File: config.mk
export PLATFORM = sky130hd
export DESIGN_NAME = fetch_unit_flat
export DESIGN_NICKNAME = d
export VERILOG_FILES = /design/src/rtl/fetch_unit_if.sv /design/src/rtl/fetch_unit.sv /design/src/flat_wrapper.sv
export SDC_FILE = /design/constraint.sdc
export NUM_CORES = 1
export LEC_CHECK = 0
export CORE_ASPECT_RATIO = 1.2
export CORE_MARGIN = 4
export CORE_UTILIZATION = 30
export DETAILED_ROUTE_END_ITERATION = 10
export SLEW_MARGIN = 15
export SYNTH_ARGS = -nofsm -noshare
export SYNTH_HDL_FRONTEND = slang
export SYNTH_SLANG_ARGS = --single-unit
File: constraint.sdc
create_clock -name clk -period 7.1 [get_ports clk]
set_clock_uncertainty 0.15 [all_clocks]
set_input_delay 0.71 -clock clk [delete_from_list [all_inputs] [get_ports clk]]
set_output_delay 0.71 -clock clk [all_outputs]
set_load 0.02 [all_outputs]
File: src/rtl/fetch_unit_if.sv
// Fetch front-end bundle: instruction-memory port, redirect input and decode handshake.
// master = fetch_unit, slave = memory/execute/decode side.
interface fetch_unit_if #(
    parameter int WIDTH = 32,
    parameter int DEPTH = 4
);
    logic [WIDTH-1:0]               imem_addr;
    logic [31:0]                    imem_rdata;
    logic                           imem_valid;
    logic                           redirect;
    logic [WIDTH-1:0]               redirect_pc;
    logic                           out_valid;
    logic                           out_ready;
    logic [31:0]                    out_instr;
    logic [WIDTH-1:0]               out_pc;
    logic [$clog2(DEPTH+1)-1:0]     fifo_count;

    modport master (
        output imem_addr, out_valid, out_instr, out_pc, fifo_count,
        input  imem_rdata, imem_valid, redirect, redirect_pc, out_ready
    );

    modport slave (
        input  imem_addr, out_valid, out_instr, out_pc, fifo_count,
        output imem_rdata, imem_valid, redirect, redirect_pc, out_ready
    );
endinterface

File: src/rtl/fetch_unit.sv
// Instruction fetch: owns the PC, buffers {pc, instr} in a DEPTH-entry prefetch FIFO.
// Latency 1 cycle (0 with FETCH_BYPASS_EN, which forwards imem_rdata straight to decode when empty).
// Backpressure: full FIFO without a pop stalls fetch and holds imem_addr; redirect flushes everything.
module fetch_unit #(
    parameter int               WIDTH    = 32,
    parameter int               DEPTH    = 4,
    parameter logic [WIDTH-1:0] RESET_PC = '0
) (
    input  logic        clk,
    input  logic        rst,
    fetch_unit_if.master bus
);
    localparam int AW = $clog2(DEPTH);
    localparam int CW = $clog2(DEPTH+1);

    typedef struct packed {
        logic [WIDTH-1:0] pc;
        logic [31:0]      instr;
    } entry_t;

    entry_t           mem [DEPTH];
    entry_t           head;
    logic [WIDTH-1:0] fpc;
    logic [AW-1:0]    rptr;
    logic [AW-1:0]    wptr;
    logic [CW-1:0]    count;
    logic             empty;
    logic             full;
    logic             byp;
    logic             fifo_pop;
    logic             consume;
    logic             push;
    logic             advance;

    assign head  = mem[rptr];
    assign empty = (count == '0);
    assign full  = (count == CW'(DEPTH));

    assign bus.imem_addr  = fpc;
    assign bus.fifo_count = count;

`ifdef FETCH_BYPASS_EN
    // Empty FIFO: present the word coming back from memory in the same cycle.
    assign byp           = empty && bus.imem_valid && !bus.redirect;
    assign bus.out_instr = byp ? bus.imem_rdata : head.instr;
    assign bus.out_pc    = byp ? fpc : head.pc;
`else
    assign byp           = 1'b0;
    assign bus.out_instr = head.instr;
    assign bus.out_pc    = head.pc;
`endif

    assign bus.out_valid = (!empty || byp) && !bus.redirect;
    assign fifo_pop      = !empty && bus.out_ready && !bus.redirect;
    assign consume       = byp && bus.out_ready;
    // A pop in the same cycle frees the slot, so a full FIFO can still accept.
    assign push          = bus.imem_valid && !bus.redirect && (!full || fifo_pop) && !consume;
    assign advance       = push || consume;

    always_ff @(posedge clk) begin
        if (!rst) begin
            fpc   <= RESET_PC;
            rptr  <= '0;
            wptr  <= '0;
            count <= '0;
            for (int i = 0; i < DEPTH; i++) begin
                mem[i] <= '0;
            end
        end else if (bus.redirect) begin
            fpc   <= {bus.redirect_pc[WIDTH-1:2], 2'b00};
            rptr  <= '0;
            wptr  <= '0;
            count <= '0;
        end else begin
            if (push) begin
                mem[wptr] <= {fpc, bus.imem_rdata};
                wptr      <= wptr + 1'b1;
            end
            if (advance) begin
                fpc <= fpc + WIDTH'(4);
            end
            if (fifo_pop) begin
                rptr <= rptr + 1'b1;
            end
            if (push && !fifo_pop) begin
                count <= count + 1'b1;
            end else if (fifo_pop && !push) begin
                count <= count - 1'b1;
            end
        end
    end
endmodule

File: src/flat_wrapper.sv
// flat-port wrapper written by rule: the top's interface ports become plain ports
module fetch_unit_flat 
#(
    parameter int               WIDTH    = 32,
    parameter int               DEPTH    = 4,
    parameter logic [WIDTH-1:0] RESET_PC = '0
)
  (clk, rst, bus_imem_addr, bus_out_valid, bus_out_instr, bus_out_pc, bus_fifo_count, bus_imem_rdata, bus_imem_valid, bus_redirect, bus_redirect_pc, bus_out_ready);
  fetch_unit_if #(.WIDTH(WIDTH), .DEPTH(DEPTH)) bus_i ();
  input  logic clk;
  input  logic rst;
  output wire logic [$bits(bus_i.imem_addr)-1:0] bus_imem_addr;
  output wire logic [$bits(bus_i.out_valid)-1:0] bus_out_valid;
  output wire logic [$bits(bus_i.out_instr)-1:0] bus_out_instr;
  output wire logic [$bits(bus_i.out_pc)-1:0] bus_out_pc;
  output wire logic [$bits(bus_i.fifo_count)-1:0] bus_fifo_count;
  input wire logic [$bits(bus_i.imem_rdata)-1:0] bus_imem_rdata;
  input wire logic [$bits(bus_i.imem_valid)-1:0] bus_imem_valid;
  input wire logic [$bits(bus_i.redirect)-1:0] bus_redirect;
  input wire logic [$bits(bus_i.redirect_pc)-1:0] bus_redirect_pc;
  input wire logic [$bits(bus_i.out_ready)-1:0] bus_out_ready;
  assign bus_imem_addr = bus_i.imem_addr;
  assign bus_out_valid = bus_i.out_valid;
  assign bus_out_instr = bus_i.out_instr;
  assign bus_out_pc = bus_i.out_pc;
  assign bus_fifo_count = bus_i.fifo_count;
  assign bus_i.imem_rdata = bus_imem_rdata;
  assign bus_i.imem_valid = bus_imem_valid;
  assign bus_i.redirect = bus_redirect;
  assign bus_i.redirect_pc = bus_redirect_pc;
  assign bus_i.out_ready = bus_out_ready;
  fetch_unit #(.WIDTH(WIDTH), .DEPTH(DEPTH), .RESET_PC(RESET_PC)) u_core (.clk(clk), .rst(rst), .bus(bus_i));
endmodule
==> results_tabular.tex <==
\begin{tabular}{lr}
\hline
Metric & Value \\
\hline
\multicolumn{2}{l}{\textbf{Status}} \\
Status & finished, final reports clean \\
\multicolumn{2}{l}{\textbf{GRT}} \\
GR Overflow Total & 0 \\
Largest net degree at the start of global routing & 63 \\
Via count of the first global-routing pass & 8458 \\
Global-route wire length before repair & 52.1 mm \\
Antenna violations before repair & 2 \\
GRT Util Overall & 14.4\% \\
\multicolumn{2}{l}{\textbf{Floorplanning}} \\
Chip width & 199 µm \\
Die span in y & 238 µm \\
Floorplan core area & 43100 µm² \\
Initial core utilization & 30.6\% \\
FP Rows & 83 \\
Io pins & 169 \\
Die area & 47300 µm² \\
\multicolumn{2}{l}{\textbf{Hold path}} \\
Class of the worst hold path & flop to flop \\
\multicolumn{2}{l}{\textbf{STA}} \\
Worst setup margin & 2.90 ns \\
Final hold violations & 0 \\
Setup violation total in the final timing report & 0 \\
Minimum clock period after layout & 4.20 ns \\
Max\_slew headroom & 25.6\% \\
Max-slew violation count & 0 \\
Setup repair after global routing missed its margin & false \\
Final setup TNS & 0 ns \\
Period utilization & 59.1\% \\
Measured slew at the worst slew-check pin & 1.12 ns \\
Max Clk Rate & 238 MHz \\
\multicolumn{2}{l}{\textbf{Place}} \\
Worst slack at placement & 2.53 ns \\
Gp weighted congestion & 0.773 \\
HPWL after detailed placement & 19.7 mm \\
Port Buffer Count & 162 \\
\multicolumn{2}{l}{\textbf{Worst setup path}} \\
Highest fanout seen on the critical path & 44 \\
CP Data Required Time & 6.24 ns \\
Type of element launching the critical path & flop \\
Type of destination of the critical path & output pin \\
Type of the worst setup path & flop to output pin \\
Arr. time, crit path & 3.34 ns \\
\multicolumn{2}{l}{\textbf{Clock tree}} \\
Number of clock sinks & 287 \\
Post-cts gate resize count & 0 \\
Clock tree from TritonCTS & built \\
Number of H-tree levels & 1 \\
CTS clock-pin slew for the worst setup and hold paths & 0.06 ns \\
Number of buffers created by CTS & 31 \\
Cts-stage hold buffer count & 0 \\
Root buffer selected by CTS & sky130\_fd\_sc\_hd\_\_clkbuf\_16 \\
Postcts setup bufs & 0 \\
Clock insertion delay at the later pin of the skew report & 0.57 ns \\
Maximum buffer depth of the clock tree & 3 \\
\multicolumn{2}{l}{\textbf{Synthesis}} \\
Distinct cells, synth & 71 \\
Dominant synthesized flop cell & sky130\_fd\_sc\_hd\_\_edfxtp\_1 \\
Share of synthesized area occupied by flip-flops and latches & 62.5\% \\
Cell area after synthesis & 13200 µm² \\
Post-Syn Instances & 901 \\
Post-synthesis area per instance & 14.6 µm² \\
Asr flop ratio synth & 0\% \\
Synthesis-stage register bit count & 287 \\
EDFF count, synth & 248 \\
Number of warnings issued by yosys & 0 \\
\multicolumn{2}{l}{\textbf{Routing}} \\
Per-cell routed wire length & 21.6 µm \\
Total wirelength of the detailed-routed design & 34.7 mm \\
Count of unresolved DRC violations after routing & 0 \\
Per-cell via count in the routed design & 4.96 \\
Iteration count of the initial detailed-routing pass & 5 \\
Via count & 7972 \\
Antenna-violating nets left & 0 \\
Drt first-iter violations & 494 \\
\multicolumn{2}{l}{\textbf{Pwr}} \\
Power density relative to cell area & 243 nW/µm² \\
Final total power & 3.92 mW \\
Maximum resistive drop on vdd & 0.000164 V \\
Leak pwr & 5.74 nW \\
\multicolumn{2}{l}{\textbf{Layout}} \\
Fraction of final layout cells with drive strength greater than 1 & 14.0\% \\
Net total in the final layout & 1103 \\
Layout area overhead & 22.2\% \\
\multicolumn{2}{l}{\textbf{Flow run}} \\
Max-cap viol count & 0 \\
\hline
\end{tabular}
==> logic make-up after synthesis <==
| group | synth area share, % |
|---|---|
| AOI/OAI and AO/OA | 3.59 |
| xor gates and xnor gates | 1.06 |
| adders and majority gates | 0.342 |
| buffers and inverters | 4.44 |
| DFF | 62.5 |
| muxes | 10.7 |
| other | 0.0285 |
| and+or+nand+nor | 17.4 |
==> critical path: stages, from the launching register on <==
cell                              delay (ns)
sky130_fd_sc_hd__dfxtp_4                0.65
sky130_fd_sc_hd__buf_4                  0.85
sky130_fd_sc_hd__mux4_2                 0.60
sky130_fd_sc_hd__clkdlybuf4s50_1        0.66
==> report_power, final <==
group / switching (mW) / internal (mW) / total [mW]
registers: 0.0503 / 1.91 / 1.96
logic: 0.184 / 0.150 / 0.334
clock network: 0.665 / 0.963 / 1.63
==> synthesized netlist by cell type, types with 5 or more instances <==
| library cell | count | area share [%] |
|---|---|---|
| sky130_fd_sc_hd__nand2_1 | 30 | 0.86 |
| sky130_fd_sc_hd__clkbuf_1 | 32 | 0.91 |
| sky130_fd_sc_hd__a31oi_1 | 15 | 0.71 |
| sky130_fd_sc_hd__edfxtp_1 | 248 | 57 |
| sky130_fd_sc_hd__and2_1 | 192 | 9.1 |
| sky130_fd_sc_hd__nand3_1 | 9 | 0.34 |
| sky130_fd_sc_hd__o21ai_0 | 12 | 0.46 |
| sky130_fd_sc_hd__buf_6 | 16 | 1.4 |
| sky130_fd_sc_hd__and3_1 | 58 | 2.8 |
| sky130_fd_sc_hd__dfxtp_1 | 39 | 5.9 |
| sky130_fd_sc_hd__nor3_1 | 7 | 0.27 |
| sky130_fd_sc_hd__nand4_1 | 17 | 0.81 |
| sky130_fd_sc_hd__inv_1 | 7 | 0.20 |
| sky130_fd_sc_hd__mux4_2 | 62 | 11 |
| sky130_fd_sc_hd__xor2_1 | 14 | 0.93 |
| sky130_fd_sc_hd__o21a_1 | 5 | 0.29 |
| sky130_fd_sc_hd__a21oi_1 | 15 | 0.57 |
| sky130_fd_sc_hd__nor4_1 | 6 | 0.29 |
| sky130_fd_sc_hd__buf_4 | 7 | 0.40 |
| sky130_fd_sc_hd__o22ai_1 | 8 | 0.38 |
| sky130_fd_sc_hd__nor2_1 | 21 | 0.60 |
| sky130_fd_sc_hd__buf_2 | 13 | 0.49 |
==> registers in the layout, summed over array words and instances (netlist names), named ones only <==
name,cells
u_core.bus.fifo_count,3
u_core.bus.imem_addr,30
u_core.mem,248
u_core.rptr,2
u_core.wptr,2
==> placed cells by master, fill, tap and decap left out, types with 5 or more instances in the layout <==
| cell type | netlist | routed |
|---|---|---|
| sky130_fd_sc_hd__edfxtp_1 | 248 | 248 |
| sky130_fd_sc_hd__o21ai_0 | 12 | 11 |
| sky130_fd_sc_hd__buf_4 | 7 | 11 |
| sky130_fd_sc_hd__a21oi_1 | 15 | 15 |
| sky130_fd_sc_hd__o22ai_1 | 8 | 8 |
| sky130_fd_sc_hd__clkbuf_8 | 4 | 5 |
| sky130_fd_sc_hd__nand4_1 | 17 | 17 |
| sky130_fd_sc_hd__mux4_2 | 62 | 62 |
| sky130_fd_sc_hd__a31oi_1 | 15 | 15 |
| sky130_fd_sc_hd__and3_1 | 58 | 58 |
| sky130_fd_sc_hd__nor3_1 | 7 | 7 |
| sky130_fd_sc_hd__inv_1 | 7 | 7 |
| sky130_fd_sc_hd__xor2_1 | 14 | 14 |
| sky130_fd_sc_hd__nor4_1 | 6 | 6 |
| sky130_fd_sc_hd__nand2_1 | 30 | 29 |
| sky130_fd_sc_hd__nor2_1 | 21 | 21 |
| sky130_fd_sc_hd__clkinv_2 | 0 | 6 |
| sky130_fd_sc_hd__dfxtp_1 | 39 | 37 |
| sky130_fd_sc_hd__o21a_1 | 5 | 5 |
| sky130_fd_sc_hd__clkbuf_1 | 32 | 5 |
| sky130_fd_sc_hd__nand3_1 | 9 | 9 |
| sky130_fd_sc_hd__and2_1 | 192 | 192 |
| sky130_fd_sc_hd__clkdlybuf4s50_1 | 0 | 161 |
| sky130_fd_sc_hd__clkinv_1 | 1 | 6 |
| sky130_fd_sc_hd__clkbuf_16 | 0 | 33 |
==> final cells by class <==
cell class	count	area (µm²)
Sequential cell	287	8240
Timing Repair Buffer	173	1700
Clock inverter	14	115
Inverter	9	33.8
Tap cell	552	691
Clock buffer	43	913
Antenna cell	1	2.50
Multi-Input combinational cell	529	4410
Fill cell	4080	27000
==> path summary, 6_finish.rpt <==
kind,start,cells past startpoint,to,slack (ns)
setup / recovery,flop,3,bus_out_pc[15],2.90
hold / removal,u_core.rptr[0],2,flop,0.39
setup reg to reg,u_core.bus.fifo_count[0],6,u_core.mem[2][6],3.37
hold reg to reg,u_core.rptr[0],2,flop,0.39
==> per-layer routing <==
| layer | up-vias | wire [µm] | track usage, % | part of all wire [%] |
|---|---|---|---|---|
| li1 | 3649 | - | - | - |
| met1 | 4030 | 14900 | 19.1 | 43 |
| met2 | 253 | 17200 | 24.7 | 50 |
| met3 | 40 | 1910 | 2.24 | 5.5 |
| met4 | 0 | 658 | 3.54 | 1.9 |
| met5 | - | 0 | 0 | 0 |
==> stage by stage <==
step / area [µm²] / hold slack [ns] / util (%) / instances
after floorplan: 13200 / 0.335 / - / 904
after global placement: 15100 / 0.358 / 35.0 / 1550
after detailed placement: 15100 / 0.373 / 35.0 / 1550
after CTS: 16100 / 0.388 / 37.3 / 1607
after global routing: 16100 / 0.419 / 37.3 / 1607
final: 16100 / 0.394 / 37.4 / 1608
No activity file was read; power rests on OpenSTA's default activity.
